<file path="config.mk">
export PLATFORM = sky130hd
export DESIGN_NAME = npc_trap_unit
export DESIGN_NICKNAME = d
export VERILOG_FILES = /design/src/rtl/npc_trap_unit_pkg.sv /design/src/rtl/irq_prio_enc.sv /design/src/rtl/npc_trap_unit.sv
export SDC_FILE = /design/constraint.sdc
export NUM_CORES = 1
export LEC_CHECK = 0
export ABC_AREA = 0
export ABC_CLOCK_PERIOD_IN_PS = 2950
export BUFFER_PORTS_ARGS = -buffer_cell sky130_fd_sc_hd__buf_2
export CORE_MARGIN = 8
export CORE_UTILIZATION = 50
export CTS_BUF_LIST = sky130_fd_sc_hd__clkbuf_8 sky130_fd_sc_hd__clkbuf_16
export DETAILED_ROUTE_END_ITERATION = 12
export PLACE_DENSITY = 0.91
export RECOVER_POWER = 100
export SYNTH_ARGS = -nofsm -noshare
export SYNTH_HDL_FRONTEND = slang
export SYNTH_HIERARCHICAL = 1
export SYNTH_SLANG_ARGS = --single-unit
</file>
<file path="constraint.sdc">
create_clock -name clk -period 2.95 [get_ports clk]
set_input_delay 0.1475 -clock clk [delete_from_list [all_inputs] [get_ports clk]]
set_output_delay 0.1475 -clock clk [all_outputs]
set_load 0.01 [all_outputs]
</file>
<file path="src/rtl/npc_trap_unit_pkg.sv">
// rtl/npc_trap_unit_pkg.sv - shared encodings for the next-PC / trap unit
package npc_trap_unit_pkg;

  typedef enum logic [2:0] {
    NPC_PLUS4   = 3'd0,
    NPC_BRANCH  = 3'd1,
    NPC_JUMP    = 3'd2,
    NPC_JALR    = 3'd3,
    NPC_INT_RET = 3'd4
  } npc_op_e;

  localparam logic [3:0] EXC_ILLEGAL = 4'd1;
  localparam logic [3:0] EXC_ECALL   = 4'd2;

  // Cause register: bit 4 flags an interrupt, [3:0] is the exception code or irq index.
  typedef struct packed {
    logic       is_irq;
    logic [3:0] code;
  } cause_t;

endpackage

</file>
<file path="src/rtl/irq_prio_enc.sv">
// rtl/irq_prio_enc.sv - fixed-priority encoder, lowest set index wins
module irq_prio_enc #(
  parameter int N = 8
) (
  input  logic [N-1:0] req,
  output logic         valid,
  output logic [3:0]   idx
);

  always_comb begin
    valid = 1'b0;
    idx   = 4'd0;
    for (int i = N - 1; i >= 0; i--) begin
      if (req[i]) begin
        valid = 1'b1;
        idx   = 4'(i);
      end
    end
  end

endmodule

</file>
<file path="src/rtl/npc_trap_unit.sv">
// rtl/npc_trap_unit.sv - next-PC selection with interrupt/exception trap controller
module npc_trap_unit
  import npc_trap_unit_pkg::*;
#(
  parameter int              XLEN      = 32,
  parameter int              NUM_IRQ   = 8,
  parameter bit              VECTORED  = 1'b1,
  parameter logic [XLEN-1:0] TRAP_BASE = XLEN'(32'h0000_0040),
  parameter logic [XLEN-1:0] FAULT_VEC = XLEN'(32'h0800_0000)
) (
  input  logic               clk,
  input  logic               rstn,
  input  logic [XLEN-1:0]    pc,
  input  logic [XLEN-1:0]    pc_ex,
  input  logic [2:0]         npc_op,
  input  logic [XLEN-1:0]    imm,
  input  logic [XLEN-1:0]    aluout,
  input  logic               pc_write,
  input  logic               exc_valid,
  input  logic [3:0]         exc_code,
  input  logic [NUM_IRQ-1:0] irq_req,
  input  logic [NUM_IRQ-1:0] irq_mask,
  input  logic               gie,
  output logic [XLEN-1:0]    npc,
  output logic               trap_taken,
  output logic               exl,
  output logic [XLEN-1:0]    epc,
  output logic [4:0]         cause,
  output logic               double_fault
);

  logic               exl_q, exl_d;
  logic               df_q, df_d;
  logic [XLEN-1:0]    epc_q, epc_d;
  cause_t             cause_q, cause_d;
  logic [NUM_IRQ-1:0] pend_q, pend_d;
  logic [NUM_IRQ-1:0] irq_hit, irq_ack;
  logic               irq_valid;
  logic [3:0]         irq_idx;
  logic               exc_take, irq_take, dbl_fault, trap_entry;
  logic [3:0]         trap_code;
  logic [XLEN-1:0]    trap_target;

  assign irq_hit = pend_q & irq_mask;

  irq_prio_enc #(.N(NUM_IRQ)) u_prio (
    .req   (irq_hit),
    .valid (irq_valid),
    .idx   (irq_idx)
  );

  assign exc_take    = pc_write & exc_valid;
  assign irq_take    = pc_write & gie & ~exl_q & irq_valid;
  assign dbl_fault   = exc_take & exl_q;
  assign trap_entry  = (exc_take | irq_take) & ~dbl_fault;
  assign trap_code   = exc_take ? exc_code : irq_idx;
  assign trap_target = VECTORED ? TRAP_BASE + (XLEN'(trap_code) << 2) : TRAP_BASE;

  // Only an accepted interrupt clears its pending bit; an exception in the same cycle defers it.
  always_comb begin
    irq_ack = '0;
    for (int i = 0; i < NUM_IRQ; i++) begin
      irq_ack[i] = irq_take & ~exc_take & (irq_idx == 4'(i));
    end
  end

  always_comb begin
    npc = pc + XLEN'(4);
    if (!pc_write) begin
      npc = pc;
    end else if (dbl_fault) begin
      npc = FAULT_VEC;
    end else if (trap_entry) begin
      npc = trap_target;
    end else begin
      case (npc_op)
        NPC_BRANCH, NPC_JUMP: npc = pc_ex + imm;
        NPC_JALR:             npc = {aluout[XLEN-1:1], 1'b0};
        NPC_INT_RET:          npc = epc_q;
        default:              npc = pc + XLEN'(4);
      endcase
    end
  end

  always_comb begin
    exl_d   = exl_q;
    epc_d   = epc_q;
    cause_d = cause_q;
    df_d    = df_q | dbl_fault;
    pend_d  = (pend_q | irq_req) & ~irq_ack;
    if (trap_entry) begin
      exl_d          = 1'b1;
      cause_d.is_irq = ~exc_take;
      cause_d.code   = trap_code;
      // Interrupts replay the killed EX instruction; exceptions resume after it.
      epc_d          = exc_take ? pc_ex + XLEN'(4) : pc_ex;
    end else if (pc_write && !dbl_fault && npc_op == NPC_INT_RET) begin
      exl_d = 1'b0;
    end
  end

  always_ff @(posedge clk or negedge rstn) begin
    if (!rstn) begin
      exl_q   <= 1'b0;
      df_q    <= 1'b0;
      epc_q   <= '0;
      cause_q <= '0;
      pend_q  <= '0;
    end else begin
      exl_q   <= exl_d;
      df_q    <= df_d;
      epc_q   <= epc_d;
      cause_q <= cause_d;
      pend_q  <= pend_d;
    end
  end

  assign trap_taken   = exc_take | irq_take;
  assign exl          = exl_q;
  assign epc          = epc_q;
  assign cause        = cause_q;
  assign double_fault = df_q;

endmodule

</file>
-- Word level (Yosys, flattened, before mapping)
Index checks and enable logic that the tools add are counted.
- word-level logic and storage cells: 75
- flip-flop bits (word level): 47
- reductions and logical operators: 6
- bitwise gates (word level): 24
- mux-type cells: 24
- $add $sub $neg: 4
- eq/ne operators: 11
- operator list (cell ; count):
    2-to-1 mux 32 bit ; 4
    one-hot mux 32 bit (3 select lines) ; 1
    adder 32 x 3 -> 32 bit, second input constant ; 2
    adder 32 bit ; 1
    2-to-1 mux 3 bit ; 8
    bitwise AND 8 bit ; 2
    == test 4 x 3 -> 1 bit, second input constant ; 4
    bitwise AND 1 bit ; 15
    2-to-1 mux 1 bit ; 10
    adder 7 x 6 -> 8 bit, first input constant ; 1
    == test 4 x 2 -> 1 bit, second input constant ; 2
    inverter 8 bit ; 1
    OR 8 bit ; 1
    == test 3 x 2 -> 1 bit, second input constant ; 2
    == test 4 x 1 -> 1 bit, second input constant ; 1
    logical NOT 4 bit ; 1
    2-to-1 mux 4 bit ; 1
    == test 3 x 1 -> 1 bit, second input constant ; 1
    == test 3 bit, second input constant ; 1
    inverter 1 bit ; 3
    logical AND 1 bit ; 2
    OR 1 bit ; 2
    nonzero test 2 bit ; 1
    OR reduction 2 bit ; 1
    logical NOT 1 bit ; 1

-- Depth between registers and ports, before layout
- depth in word-level cells: 15
- gate-level depth with buffers: 11
- gate-level depth less buffers: 11

-- By module
The synthesis kept the hierarchy.
- by module, submodules not included (module ; area an instance (um^2) ; cells each ; instances ; sequential area each (um^2)):
    npc_trap_unit ; 6055.8 ; 881 ; 1 ; 1176.1
    irq_prio_enc ; 91.3 ; 15 ; 1 ; 0.0

-- Worst setup path after synthesis
Ideal clock, no wire load.
- path type: reg2out
- start: reg pend_q[5]
- end: out npc[31]
- path slack: 0.224 ns
- buffers on the path: 0
- stages on the path, launching flop included: 10
- required time: 2.803 ns
- arrival time: 2.579 ns
- path through: dfrtp_1 > and2_1 > nor4_1 > nand2_1 > and3b_1 > o21ai_1 > clkinv_1 > nor2_1 > nand2_1 > o311ai_0
- longest elaborated chain between the ends: 13
- ends and longest elaborated chain (item ; RTL line ; RTL):
    from (decl) ; npc_trap_unit.sv:36 ; logic [NUM_IRQ-1:0] pend_q, pend_d;
    from (signal assigned) ; npc_trap_unit.sv:114 ; pend_q <= pend_d;
    bitwise AND 8 bit ; npc_trap_unit.sv:44 ; assign irq_hit = pend_q & irq_mask;
    named net irq_hit[5] ; npc_trap_unit.sv:37 ; logic [NUM_IRQ-1:0] irq_hit, irq_ack;
    2-to-1 mux 1 bit (6 in a row) ; irq_prio_enc.sv:14 ; if (req[i]) begin
    named net irq_valid ; npc_trap_unit.sv:38 ; logic irq_valid;
    bitwise AND 1 bit ; npc_trap_unit.sv:53 ; assign irq_take = pc_write & gie & ~exl_q & irq_valid;
    OR 1 bit ; - ;
    named net trap_taken ; npc_trap_unit.sv:25 ; output logic trap_taken,
    bitwise AND 1 bit ; npc_trap_unit.sv:55 ; assign trap_entry = (exc_take | irq_take) & ~dbl_fault;
    2-to-1 mux 32 bit ; npc_trap_unit.sv:73 ; end else if (trap_entry) begin
    2-to-1 mux 32 bit ; npc_trap_unit.sv:71 ; end else if (dbl_fault) begin
    2-to-1 mux 32 bit ; npc_trap_unit.sv:69 ; if (!pc_write) begin
    to (decl) ; npc_trap_unit.sv:24 ; output logic [XLEN-1:0] npc,
The timed path passes the listed nets, and every way through them passes these cells.

-- Final worst setup path
- start: reg pend_q[7]
- end: out npc[7]
- longest elaborated chain between the ends: 15
- elaborated cells on any way between the ends: 25
- those cells by class: add/sub: 1; mux: 20; bitwise: 4
- ends and longest elaborated chain (item ; RTL line):
    bitwise AND 8 bit ; npc_trap_unit.sv:44
    named net irq_hit[7] ; npc_trap_unit.sv:37
    2-to-1 mux 1 bit (8 in a row) ; irq_prio_enc.sv:14
    named net irq_valid ; npc_trap_unit.sv:38
    bitwise AND 1 bit ; npc_trap_unit.sv:53
    OR 1 bit ; npc_trap_unit.sv:55
    bitwise AND 1 bit ; npc_trap_unit.sv:55
    2-to-1 mux 32 bit ; npc_trap_unit.sv:73
    2-to-1 mux 32 bit ; npc_trap_unit.sv:71
    2-to-1 mux 32 bit ; npc_trap_unit.sv:69
The timed path passes the listed nets, and every way through them passes these cells.

==> flow_metrics.env <==
export IMPL_r2r_start="pend_q[7]$_DFF_PN0_"
export IMPL_synth_seq_cells=47
export IMPL_worst_slew_pin_slew_ns=1.86
export IMPL_fin_nets=1358
export IMPL_antenna_left=0
export IMPL_startpoint_type="flip-flop"
export IMPL_synthFlopType="dfrtp_1"
export IMPL_synth_commonest_cells="154 x nand2_1, 92 x a21oi_1, 85 x o21ai_0"
export IMPL_fp_dieArea_sq_um=16100
export IMPL_syn_area_sq_um=6150
export IMPL_cp_required_ns=2.80
export IMPL_finalCritPeriodShare=1.02
export IMPL_status="complete, but fails checks"
export IMPL_drtPass1Iterations=6
export IMPL_path_class="flip-flop to output pin"
export IMPL_antenna_found_initial=8
export IMPL_synth_edf_count=0
export IMPL_synth_top_area_share=0.191
export IMPL_rsz0062_at_grt="true"
export IMPL_root_buffer="clkbuf_16"
export IMPL_final_instance_count_excl_fill=1323
export IMPL_num_rows=40
export IMPL_cts_buffers=5
export IMPL_reg2reg_depth=14
export IMPL_fin_crit_ns=3.02
export IMPL_wl_per_cell_um=21.5
export IMPL_critPathCaptureType="output pin"
export IMPL_die_y_um=127
export IMPL_cts_clk_slew_worst_paths_ns=0.07
export IMPL_dp_hpwl_mm=21.7
export IMPL_ys_warn_count=6
export IMPL_drc=0
export IMPL_grt_pass1_vias=8193
export IMPL_synthTopCellsByArea="dfrtp_1 19%, nand2_1 9.4%, a21oi_1 7.5%"
export IMPL_cts_sinks=47
export IMPL_final_setup_skew_ns=0.00536
export IMPL_whs_path_depth=3
export IMPL_placed_area_sq_um=7770
export IMPL_yosysMostFrequentCell="nand2_1"
export IMPL_drv_slew=30
export IMPL_fin_ws_ns=-0.0729
export IMPL_syn_to_final_growth_pct=35.0
export IMPL_numPlacedInstances=1289
export IMPL_vias=8654
export IMPL_ios=228
export IMPL_overflow=0
export IMPL_synth_seq_area_share=0.191
export IMPL_peakVddDrop_v=0.000331
export IMPL_holdPathEnd="epc[0]$_DFFE_PN0P_"
export IMPL_grt_max_degree=44
export IMPL_viasPerCell=6.54
export IMPL_fin_area_sq_um=8300
export IMPL_min_delay_start="pc_ex[0]"
export IMPL_relSlewSlack=-0.242
export IMPL_grt_use_total=0.326
export IMPL_power_mw=3.77
export IMPL_synth_nets=1086
export IMPL_cts_buffer_depth=2
export IMPL_failed_checks="capacitance limit, slew limit, setup timing"
export IMPL_grt_pass1_wl_mm=42.8
export IMPL_start_util=0.512
export IMPL_clock_latency_ns=0.30
export IMPL_synthXorXnorAreaFrac=0.0755
export IMPL_critPathArrivalTime_ns=2.88
export IMPL_fmax_mhz=331
export IMPL_gp_congestion=0.984
export IMPL_yosys_area_share_simple=0.270
export IMPL_hold_path_class="input port to flip-flop"
export IMPL_synth_cell_types=74
export IMPL_cp_max_fo=8
export IMPL_synthCells=896
export IMPL_rrSetupSlack_ns=0.34
export IMPL_r2r_end="pend_q[7]$_DFF_PN0_"
export IMPL_synth_adder_area_share=0.0704
export IMPL_cts_tree="built"
export IMPL_drt_iter0_markers=1250
export IMPL_setup_violations=7
export IMPL_htree_levels=2
export IMPL_synth_compound_gate_area_share=0.349
export IMPL_drt_wl_total_mm=28.5
export IMPL_startpoint="pend_q[7]$_DFF_PN0_"
export IMPL_hold_viol=0
export IMPL_synthMuxAreaShare=0.00326
export IMPL_async_flop_share=1.00
export IMPL_drive_gt1_frac=0.281
export IMPL_syn_area_per_cell_sq_um=6.86
export IMPL_power_density_nw_per_um2=454
export IMPL_io_buffers=226
export IMPL_synth_top_family_by_area="compound AO/OA/AOI/OAI gates"
export IMPL_coreArea_sq_um=12000
export IMPL_drv_cap=1
export IMPL_die_w_um=127
export IMPL_total_leakage_power_nw=3.70
export IMPL_synth_top_area_cell="dfrtp_1"
worst max-delay path, stage by stage (launching register included):
cell	delay, ns
dfrtp_1	0.40
and2_4	0.17
nor4_4	0.30
nand2_1	0.11
and3b_2	0.25
o21ai_2	0.19
buf_12	0.16
nand2_1	0.15
a211o_1	0.34
a31oi_1	0.31
buf_2	0.20
kinds of logic after synthesis:
family,after synthesis
other cells,1
buf+inv,63
mux,2
fa+ha+maj,34
compound gates,338
xor+xnor,53
simple gates,358
flops,47
repair_timing:
| item | CTS | global route |
|---|---|---|
| gates resized for setup | 5 | 64 |
| endpoints found under the hold margin | 28 | 0 |
| pin swaps | 1 | 19 |
| hold buffers | 1 | 0 |
| setup buffers | 11 | 7 |
| endpoints found under the setup margin | 12 | 25 |
final cells by class:
type / count / area [sq um]
diodes: 7 / 17.5
clock inverters: 3 / 25.0
flip-flops and latches: 47 / 1180
multi-input cells: 786 / 4980
clock buffers: 5 / 125
well taps: 147 / 184
fillers: 1115 / 3710
repair buffers: 305 / 1700
inverters: 23 / 90.1
layer usage:
| metal | vias to the layer above | share of wire | global-route usage |
|---|---|---|---|
| li1 | 3873 | - | - |
| met1 | 3974 | 0.38 | 0.414 |
| met2 | 661 | 0.45 | 0.516 |
| met3 | 142 | 0.12 | 0.0708 |
| met4 | 4 | 0.047 | 0.152 |
| met5 | - | 0.00084 | 0 |
sequential cells by signal, indices dropped and copies added (netlist names):
signal / cells
cause: 5
double_fault: 1
epc: 32
exl: 1
pend_q: 8
where the power goes:
group | switching, mW | internal [mW]
registers | 0.278 | 0.892
clock network | 0.296 | 0.322
logic | 1.20 | 0.781
total | 1.77 | 1.99
worst max path at each step:
| stage | to | slack (ns) | cells past startpoint |
|---|---|---|---|
| after floorplan | npc[31] | 0.22 | 9 |
| after global placement | npc[8] | 0.14 | 13 |
| after detailed placement | npc[29] | 0.09 | 12 |
| after CTS | npc[30] | 0.005 | 14 |
| after global routing | npc[15] | -0.17 | 14 |
| final | npc[7] | -0.07 | 10 |
layout by cell type, fill, tap and decap left out, types with 4 or more instances in the layout:
master,netlist,layout
a211o_1,5,5
a211oi_1,14,10
a211oi_2,0,4
a21o_1,20,20
a21oi_1,92,91
a22o_1,6,6
a31oi_1,15,13
and2_1,14,7
and2_4,0,4
and3_1,9,9
and4_1,4,4
buf_2,3,185
buf_4,1,74
clkbuf_1,33,40
clkbuf_16,0,5
dfrtp_1,47,47
diode_2,0,7
ha_1,33,28
inv_1,21,21
nand2_1,154,152
nand3_1,37,34
nand4_1,9,9
nor2_1,75,71
nor2b_1,7,5
nor3_1,19,19
nor4_1,6,5
o21a_1,12,11
o21ai_0,85,78
o21ai_1,3,6
o21bai_1,5,5
o221ai_1,11,7
o221ai_2,0,4
o22ai_1,16,16
o311ai_0,10,7
o31ai_1,6,6
xnor2_1,26,25
xor2_1,27,27
through the flow:
stage | setup TNS, ns | setup slack (ns) | hold slack [ns] | utilization
floorplan | 0 | 0.224 | -0.148 | -
global placement | 0 | 0.142 | 0.232 | 0.647
detailed placement | 0 | 0.0899 | 0.242 | 0.647
CTS | 0 | 0.00464 | 0.0897 | 0.669
global route | -1.51 | -0.172 | 0.108 | 0.691
finish | -0.252 | -0.0729 | 0.0959 | 0.691
No activity file was read; power rests on OpenSTA's default activity.
